### src/rtl/tjmono_rx_merge.sv
// Round-robin merge of CHANNELS first-word-fall-through FIFOs into a single
// registered output stream, with an optional channel tag and a per-grant burst limit.
module tjmono_rx_merge #(
  parameter int CHANNELS   = 2,
  parameter int DATA_WIDTH = 32,
  parameter int TAG_BITS   = 3,
  parameter int TAG_ENABLE = 1,
  parameter int BURST      = 4
) (
  input  logic                           BUS_CLK,
  input  logic                           BUS_RST,
  input  logic [CHANNELS-1:0]            IN_EMPTY,
  input  logic [CHANNELS-1:0]            IN_HOLD,
  input  logic [CHANNELS*DATA_WIDTH-1:0] IN_DATA,
  output logic [CHANNELS-1:0]            IN_READ,
  input  logic                           OUT_READY,
  output logic                           OUT_VALID,
  output logic [DATA_WIDTH-1:0]          OUT_DATA,
  output logic [CHANNELS-1:0]            GRANT,
  output logic [31:0]                    WORD_CNT
);

  localparam int CH_W  = (CHANNELS > 1) ? $clog2(CHANNELS) : 1;
  localparam int CNT_W = (BURST > 0) ? $clog2(BURST + 1) : 1;
  localparam logic [CH_W-1:0]  CH_LAST   = CH_W'(CHANNELS - 1);
  localparam logic [CNT_W-1:0] BURST_C   = CNT_W'(BURST);
  localparam bit               HAS_LIMIT = (BURST > 32'sd0);
  localparam bit               TAG_ON    = (TAG_ENABLE != 32'sd0);

  typedef enum logic [0:0] {
    ST_IDLE  = 1'b0,
    ST_GRANT = 1'b1
  } state_t;

  function automatic logic [CHANNELS-1:0] one_hot(input logic [CH_W-1:0] ch);
    logic [CHANNELS-1:0] v;
    v     = {CHANNELS{1'b0}};
    v[ch] = 1'b1;
    return v;
  endfunction

  // The tag replaces the top TAG_BITS of the input word.
  function automatic logic [DATA_WIDTH-1:0] tag_word(input logic [DATA_WIDTH-1:0] w,
                                                     input logic [CH_W-1:0]       ch);
    logic [DATA_WIDTH-1:0] r;
    if (TAG_ON) begin
      r = {TAG_BITS'(ch), w[DATA_WIDTH-TAG_BITS-1:0]};
    end else begin
      r = w;
    end
    return r;
  endfunction

  state_t                 state_r, state_n;
  logic [CH_W-1:0]        ch_r, ch_n;
  logic [CNT_W-1:0]       burst_cnt_r, cnt_n;
  logic [CHANNELS-1:0]    grant_r, grant_n;
  logic                   out_valid_r;
  logic [DATA_WIDTH-1:0]  out_data_r;
  logic [31:0]            word_cnt_r;
  logic [CH_W-1:0]        sel_s, idx_s;
  logic                   any_s, load_s, at_limit_s, cur_empty_s, cur_hold_s, pop_s;
  logic [DATA_WIDTH-1:0]  words_s [CHANNELS];

  for (genvar g = 0; g < CHANNELS; g++) begin : g_words
    assign words_s[g] = IN_DATA[g*DATA_WIDTH +: DATA_WIDTH];
  end

  // Round-robin pick: scan downward so the closest channel after ch_r wins.
  always_comb begin
    sel_s = ch_r;
    idx_s = ch_r;
    for (int i = CHANNELS; i >= 1; i--) begin
      idx_s = CH_W'((int'(ch_r) + i) % CHANNELS);
      sel_s = IN_EMPTY[idx_s] ? sel_s : idx_s;
    end
  end

  assign any_s       = ~&IN_EMPTY;
  assign load_s      = ~out_valid_r | OUT_READY;
  assign at_limit_s  = HAS_LIMIT && (burst_cnt_r >= BURST_C);
  assign cur_empty_s = IN_EMPTY[ch_r];
  assign cur_hold_s  = IN_HOLD[ch_r];

  // Next-state, burst counter and pop decision.
  always_comb begin
    state_n = state_r;
    ch_n    = ch_r;
    cnt_n   = burst_cnt_r;
    grant_n = grant_r;
    pop_s   = 1'b0;
    case (state_r)
      ST_IDLE: begin
        if (any_s) begin
          state_n = ST_GRANT;
          ch_n    = sel_s;
          cnt_n   = {CNT_W{1'b0}};
          grant_n = one_hot(sel_s);
        end else begin
          state_n = ST_IDLE;
          grant_n = {CHANNELS{1'b0}};
        end
      end
      ST_GRANT: begin
        // Hold overrides the burst limit; the counter saturates at BURST.
        pop_s = ~BUS_RST & load_s & ~cur_empty_s & (~at_limit_s | cur_hold_s);
        if (pop_s && !at_limit_s) begin
          cnt_n = burst_cnt_r + CNT_W'(1'b1);
        end else begin
          cnt_n = burst_cnt_r;
        end
        if (!cur_hold_s && (cur_empty_s || (HAS_LIMIT && (cnt_n >= BURST_C)))) begin
          state_n = ST_IDLE;
          grant_n = {CHANNELS{1'b0}};
        end else begin
          state_n = ST_GRANT;
        end
      end
      default: begin
        state_n = ST_IDLE;
        grant_n = {CHANNELS{1'b0}};
      end
    endcase
  end

  // Arbiter state; ch_r also serves as the last-granted channel.
  always_ff @(posedge BUS_CLK) begin
    if (BUS_RST) begin
      state_r     <= ST_IDLE;
      ch_r        <= CH_LAST;
      burst_cnt_r <= {CNT_W{1'b0}};
      grant_r     <= {CHANNELS{1'b0}};
    end else begin
      state_r     <= state_n;
      ch_r        <= ch_n;
      burst_cnt_r <= cnt_n;
      grant_r     <= grant_n;
    end
  end

  // Output word register and transfer counter.
  always_ff @(posedge BUS_CLK) begin
    if (BUS_RST) begin
      out_valid_r <= 1'b0;
      out_data_r  <= {DATA_WIDTH{1'b0}};
      word_cnt_r  <= 32'd0;
    end else begin
      if (load_s) begin
        out_valid_r <= pop_s;
        out_data_r  <= pop_s ? tag_word(words_s[ch_r], ch_r) : out_data_r;
      end else begin
        out_valid_r <= out_valid_r;
        out_data_r  <= out_data_r;
      end
      if (out_valid_r && OUT_READY) begin
        word_cnt_r <= word_cnt_r + 32'd1;
      end else begin
        word_cnt_r <= word_cnt_r;
      end
    end
  end

  assign IN_READ   = pop_s ? one_hot(ch_r) : {CHANNELS{1'b0}};
  assign OUT_VALID = out_valid_r;
  assign OUT_DATA  = out_data_r;
  assign GRANT     = grant_r;
  assign WORD_CNT  = word_cnt_r;

endmodule
### config.mk
export PLATFORM = sky130hd
export DESIGN_NAME = tjmono_rx_merge
export DESIGN_NICKNAME = d
export VERILOG_FILES = /design/src/rtl/tjmono_rx_merge.sv
export SDC_FILE = /design/constraint.sdc
export NUM_CORES = 1
export LEC_CHECK = 0
export CORE_MARGIN = 2
export CORE_UTILIZATION = 43
export DETAILED_ROUTE_END_ITERATION = 12
export PLACE_DENSITY = 0.88
export SETUP_SLACK_MARGIN = 0.1
export SLEW_MARGIN = 20
export SYNTH_ARGS = -nofsm -noshare
export SYNTH_HDL_FRONTEND = slang
export SYNTH_SLANG_ARGS = --single-unit
### constraint.sdc
create_clock -name BUS_CLK -period 2.25 [get_ports BUS_CLK]
set_input_delay 0.45 -clock BUS_CLK [delete_from_list [all_inputs] [get_ports BUS_CLK]]
set_output_delay 0.45 -clock BUS_CLK [all_outputs]
set_load 0.005 [all_outputs]
==> results of run 1 <==
## repair_timing
item	in CTS	in global routing
hold endpoints to repair	0	0
gates resized for setup	13	6
setup buffers	10	4
setup endpoints to repair	17	41
hold buffers	0	0
pin swaps	2	4
## synth_stat cells, drive strengths merged, types with 3 or more instances
| cell type | count |
|---|---|
| mux2i | 31 |
| or4 | 15 |
| inv | 13 |
| nand4 | 11 |
| a21oi | 60 |
| ha | 3 |
| xor2 | 3 |
| a211oi | 29 |
| nor2 | 14 |
| o21ai | 9 |
| xnor2 | 6 |
| clkbuf | 22 |
| or4b | 4 |
| nand3 | 8 |
| buf | 10 |
| o41ai | 4 |
| nor4 | 4 |
| and4 | 3 |
| dfxtp | 70 |
| o211ai | 4 |
| nand2 | 16 |
| mux2 | 3 |
| or3 | 8 |
| o31ai | 12 |
## metal layers
metal  GRT usage [%]  wire length (um)  up-vias
li1                -                 -     1704
met1            26.1              3940     1638
met2            41.7              5040      154
met3            6.08               686       18
met4            8.46               165        0
met5               0                 0        -
## final cells by class
class,instances,area (um^2)
Sequential cell,70,1410
Inverter,13,48.8
Fill cell,587,2480
Clock buffer,12,145
Multi-Input combinational cell,261,1790
Tap cell,102,128
Clock inverter,2,10.0
Timing Repair Buffer,173,1630
## worst max-delay path by stage
stage	from	slack [ps]	depth (start not counted)	endpoint
floorplan	WORD_CNT[0]	200	6	WORD_CNT[22]
global placement	OUT_READY	-260	7	WORD_CNT[31]
detailed placement	OUT_READY	-310	7	WORD_CNT[19]
CTS	IN_HOLD[1]	100	6	IN_READ[0]
global route	ch_r	10	6	IN_READ[1]
finish	IN_HOLD[0]	60	6	IN_READ[0]
## power breakdown
part           switching (mW)  internal [mW]
clock                   0.430          0.415
sequential             0.0241           1.28
combinational           0.178          0.269
total                   0.632           1.96
## flip-flops by register name (all words and copies together) (netlist names)
name	flops
GRANT	2
OUT_DATA	30
OUT_VALID	1
WORD_CNT	32
burst_cnt_r	3
ch_r	1
state_r	1
## kinds of logic (layout without fill, tap and decap cells)
kind of cell	Yosys count	in the layout	synth area share, %
buf+inv	45	200	5.39
compound gates	122	122	22.5
simple gates	91	91	16.3
flops	70	70	41.9
mux	34	34	10.3
other cells	1	2	0.112
xor+xnor	9	9	2.36
fa+ha+maj	3	3	1.12
## worst max-delay path: stages
cell and delay, ps:
clkdlybuf4s50_1 460, mux2i_1 230, nand2_1 160, nand2_1 130, nor2_1 40, dlygate4sd2_1 280
## cells in the final DEF (no fill, tap or decap), types with 2 or more instances in the layout
cell type,count
nor4_1,3
dfxtp_2,6
or4_1,13
o31ai_1,12
xor2_1,3
conb_1,2
o21ai_0,9
nand3_1,8
dfxtp_1,64
or4b_1,4
clkdlybuf4s50_1,125
ha_1,3
nor2_1,14
or4_4,2
nand2_1,16
mux2_2,2
clkbuf_1,2
nand4_1,10
o211ai_1,4
o41ai_1,4
buf_4,40
mux2i_1,30
or3_1,8
a211oi_1,29
clkinv_2,2
and4_1,2
xnor2_1,6
inv_1,13
clkbuf_8,10
a21oi_1,59
dlygate4sd2_1,4
## through the flow
step	cells	setup TNS, ps	util [%]
floorplan	376	0	-
global placement	607	-4670	64.0
detailed placement	607	-5900	64.0
CTS	631	0	67.2
global route	633	0	67.6
finish	633	0	67.6
==> out/metrics.cfg, run 1 <==
[status]
status=completed

[timing]
tightest_slew_ps=732
worst_hold_slack_ps=508
rsz0062_at_grt=yes
skew_ps=7.61
setup_viol=0
slew_violations=0
min_period_over_period_pct=97.5
post-route-min-period_ps=2190
final.setup.worst_slack_ps=56.7
max_freq_mhz=456
hold_viol=0
max_slew_margin_pct=51.2

[floorplan]
core_area_um2=7650
start_util_pct=43.8
ios=140
die_area_um2=8500
rows=32
chipWidth_um=92.2
die_y_um=92.2

[placed_design]
gp_congestion=0.852
pre_cts_ws_ps=-308
post_dp_cell_area_um2=4890
dp_hpwl_mm=6.97
portBuffers=131

[logic_synthesis]
ys_types=41
postSynthAreaPerCell_um2=8.92
syn_area_um2=3350
synthArstFlopShare_pct=0
synthCells=375
synth_edf_count=0
ys_ff_latch=70
synthTopCellsByArea=dfxtp_1 (42%), mux2i_1 (9.3%), a21oi_1 (9.0%)
yosysSeqAreaShare_pct=41.9
synth_flop_cell=dfxtp_1
synth_top_area_share_pct=41.9
synth_area_leader_cell=dfxtp_1
ys_warn_count=0

[global_route]
antenna_found_initial=0
first_global_vias=3372
grt_pass1_wl_mm=15.9
overflow=0
grt_usage_pct=23.1
grt_max_degree=70

[setup_path]
regToRegStartpoint=WORD_CNT[11]
critPathLaunchType=primary input
r2r_slack_ps=190
end_kind=output pin
cp_data_required_time_ps=1800
regToRegEndpoint=WORD_CNT[24]
reg2regPathDepth=5
critPathKind=primary input to output pin
crit_fanout=4
cp.arrival_ps=1740

[drt]
route.detailed.drc=0
wl_per_cell_um=15.5
drt_iter0_markers=108
routed_via_density=5.55
vias=3514
routed_wl_mm=9.83
antenna_left=0
drt-pass1-iter-count=4

[worst_hold_path]
hold_path_startpoint=WORD_CNT[29]
worstHoldPathCells=2
hold_path_class=flop to flop
min_to=WORD_CNT[29]

[clocking]
clkTransAtPathRegs_ps=70
cts_made_buffers=9
cts_max_path_buffers=2
root_buffer=clkbuf_8
cts_tree=yes
clock_latency_ps=330
cts_sinks=70
htreeDepth=3

[finish]
nets=602
drive_gt1_share_pct=13.9
final_cell_area_um2=5170
syn_to_final_growth_pct=54.5
diodes=0

[power_and_ir_drop]
p_total_mw=2.59
power.density_nw_per_um2=502
ir_drop_mv=0.321
cellLeakagePower_nw=1.89

[job]
maxCapViolCount=0

(Power assumes the default switching activity.)
==> run 2: changes to the inputs <==
- CELL_PAD_IN_SITES_DETAIL_PLACEMENT: default -> 1
- CELL_PAD_IN_SITES_GLOBAL_PLACEMENT: default -> 2
- CORE_UTILIZATION: 43 -> 24
- PLACE_DENSITY: 0.88 -> 0.87
==> out/metrics.cfg, run 2 (synthesis results as in run 1) <==
[clocking]
cts_max_path_buffers=2  ; unchanged
cts_sinks=70  ; unchanged
htreeDepth=3  ; unchanged
postCtsHoldBufs=0  ; unchanged
root_buffer=clkbuf_16
clock_latency_ps=340  ; about the same
cts_tree=yes
cts_made_buffers=9  ; unchanged
clkTransAtPathRegs_ps=60  ; about the same

[placed_design]
post_dp_cell_area_um2=5010  ; +2.3%
dp_hpwl_mm=7.88  ; +13%
portBuffers=131  ; unchanged
gp_congestion=0.772  ; -9.4%

[setup_path]
crit_fanout=10  ; +6
cp.arrival_ps=1600  ; -140 ps
cp_data_required_time_ps=1800  ; about the same
cp_slowest_cell=dfxtp_2
critPathLaunchType=flop
crit_chain=buf_4 -> mux2i_4 -> nand2_2 -> nand3_2 -> inv_1 -> clkdlybuf4s15_2
end_kind=output pin
slowest_delay_ps=340  ; -120 ps
critPathKind=flop to output pin

[floorplan]
die_y_um=122  ; +32%
rows=43  ; +34%
die_area_um2=14900  ; +75%
ios=140  ; unchanged
core_area_um2=13800  ; +80%
chipWidth_um=122  ; +32%
start_util_pct=24.3  ; -19 points

[power_and_ir_drop]
p_clk_share_pct=45.4  ; +13 points
p_comb_share_pct=13.8  ; -3.4 points
p_switching_mw=0.734  ; +16%
power_frac_seq_pct=40.8  ; -9.4 points
power.density_nw_per_um2=590  ; +18%
sw_frac_of_total_pct=23.0  ; -1.3 points
cellLeakagePower_nw=1.96  ; +3.3%
p_total_mw=3.19  ; +23%
ir_drop_mv=0.345  ; +7.3%
internal-power_mw=2.46  ; +25%

[global_route]
antenna_found_initial=0  ; unchanged
grt_pass1_wl_mm=17.7  ; +11%
grt_usage_pct=15.0  ; -8.1 points
overflow=0  ; unchanged
grt_max_degree=70  ; unchanged
first_global_vias=3547  ; +5.2%

[drt]
vias=3494  ; -0.57%
routed_wl_mm=10.9  ; +11%
routed_via_density=4.95  ; -11%
route.detailed.drc=0  ; unchanged
drt_iter0_markers=176  ; +63%
drt-pass1-iter-count=4  ; unchanged
wl_per_cell_um=15.5  ; -0.48%
antenna_left=0  ; unchanged

[timing]
tightest_slew_ps=767  ; +35.0 ps
skew_ps=9.41  ; +1.80 ps
post-route-min-period_ps=2050  ; -144 ps
setup_viol=0  ; unchanged
min_period_over_period_pct=91.1  ; -6.4 points
max_slew_margin_pct=48.9  ; -2.3 points
rsz0062_at_grt=no
slew_violations=0  ; unchanged
hold_viol=0  ; unchanged
max_freq_mhz=488  ; +7.0%
fin_setup_tns_ps=0  ; unchanged

[finish]
final_common_cell=clkdlybuf4s50_1
layout_common_cells=clkdlybuf4s50_1 (125), dfxtp_1 (66), a21oi_1 (59), buf_4 (33)
nets=595  ; -1.2%
drive_gt1_share_pct=14.3  ; +0.32 points
diodes=0  ; unchanged
syn_to_final_growth_pct=61.5
largest_register_ffs=32  ; unchanged
final_cell_area_um2=5400  ; +4.6%

[job]
maxCapViolCount=0  ; unchanged

[status]
status=completed

[worst_hold_path]
hold_path_class=primary input to flop

==> run 2: worst paths after layout <==
| kind | slack [ps] | endpoint | cells after the start | startpoint |
|---|---|---|---|---|
| worst max-delay path | 200 | IN_READ[1] | 6 | ch_r |
| worst min-delay path | 440 | ch_r | 3 | BUS_RST |
| worst max register to register | 210 | WORD_CNT[20] | 5 | WORD_CNT[1] |
| worst min register to register | 510 | WORD_CNT[29] | 2 | WORD_CNT[29] |
==> run 2: metal layers <==
| metal | share of wire [%] | track usage, % | up-vias |
|---|---|---|---|
| met5 | 0 | 0 | - |
| met4 | 1.4 | 4.09 | 0 |
| met3 | 7.6 | 6.51 | 18 |
| met2 | 50 | 25.9 | 102 |
| met1 | 41 | 16.9 | 1676 |
| li1 | - | - | 1698 |
==> run 2: power groups by stage <==
stage          Sequential (mW)  Clock (mW)  Combinational (mW)
2_1_floorplan             1.33           0               0.179
3_3_place_gp              1.33           0               0.416
3_5_place_dp              1.33           0               0.428
4_1_cts                   1.30        1.48               0.434
5_1_grt                   1.31        1.54               0.476
6_report                  1.30        1.45               0.439
==> run 2: area by class of cell <==
cell class / count / area, um^2
fill: 1654 / 8370
multi-input combinational: 261 / 1830
timing repair buffer: 166 / 1590
sequential: 70 / 1410
clock buffer: 12 / 256
tap: 180 / 225
inverter: 13 / 48.8
clock inverter: 4 / 45.0
==> run 2: per-stage QoR <==
stage                     hold slack [ps]  utilization [%]  cells  worst slack (ps)
after detailed placement              503             36.4    687              -371
after CTS                             425             38.9    705              77.7
after floorplan                       475                -    376               200
after global routing                  463             39.2    706               105
final                                 440             39.2    706               201
after global placement                486             36.4    687              -297
==> run 2: timing repair <==
action	CTS	global route
hold endpoints to repair	0	0
resized for setup	16	12
setup endpoints to repair	19	11
setup buffers	2	1
pin swaps	3	2
==> run 2: worst max-delay path, delay by kind of cell, from the launching register on <==
| family | cells | cell delay (ps) |
|---|---|---|
| buffers and inverters | 3 | 440 |
| DFF | 1 | 340 |
| muxes | 1 | 260 |
| and+or+nand+nor | 2 | 210 |
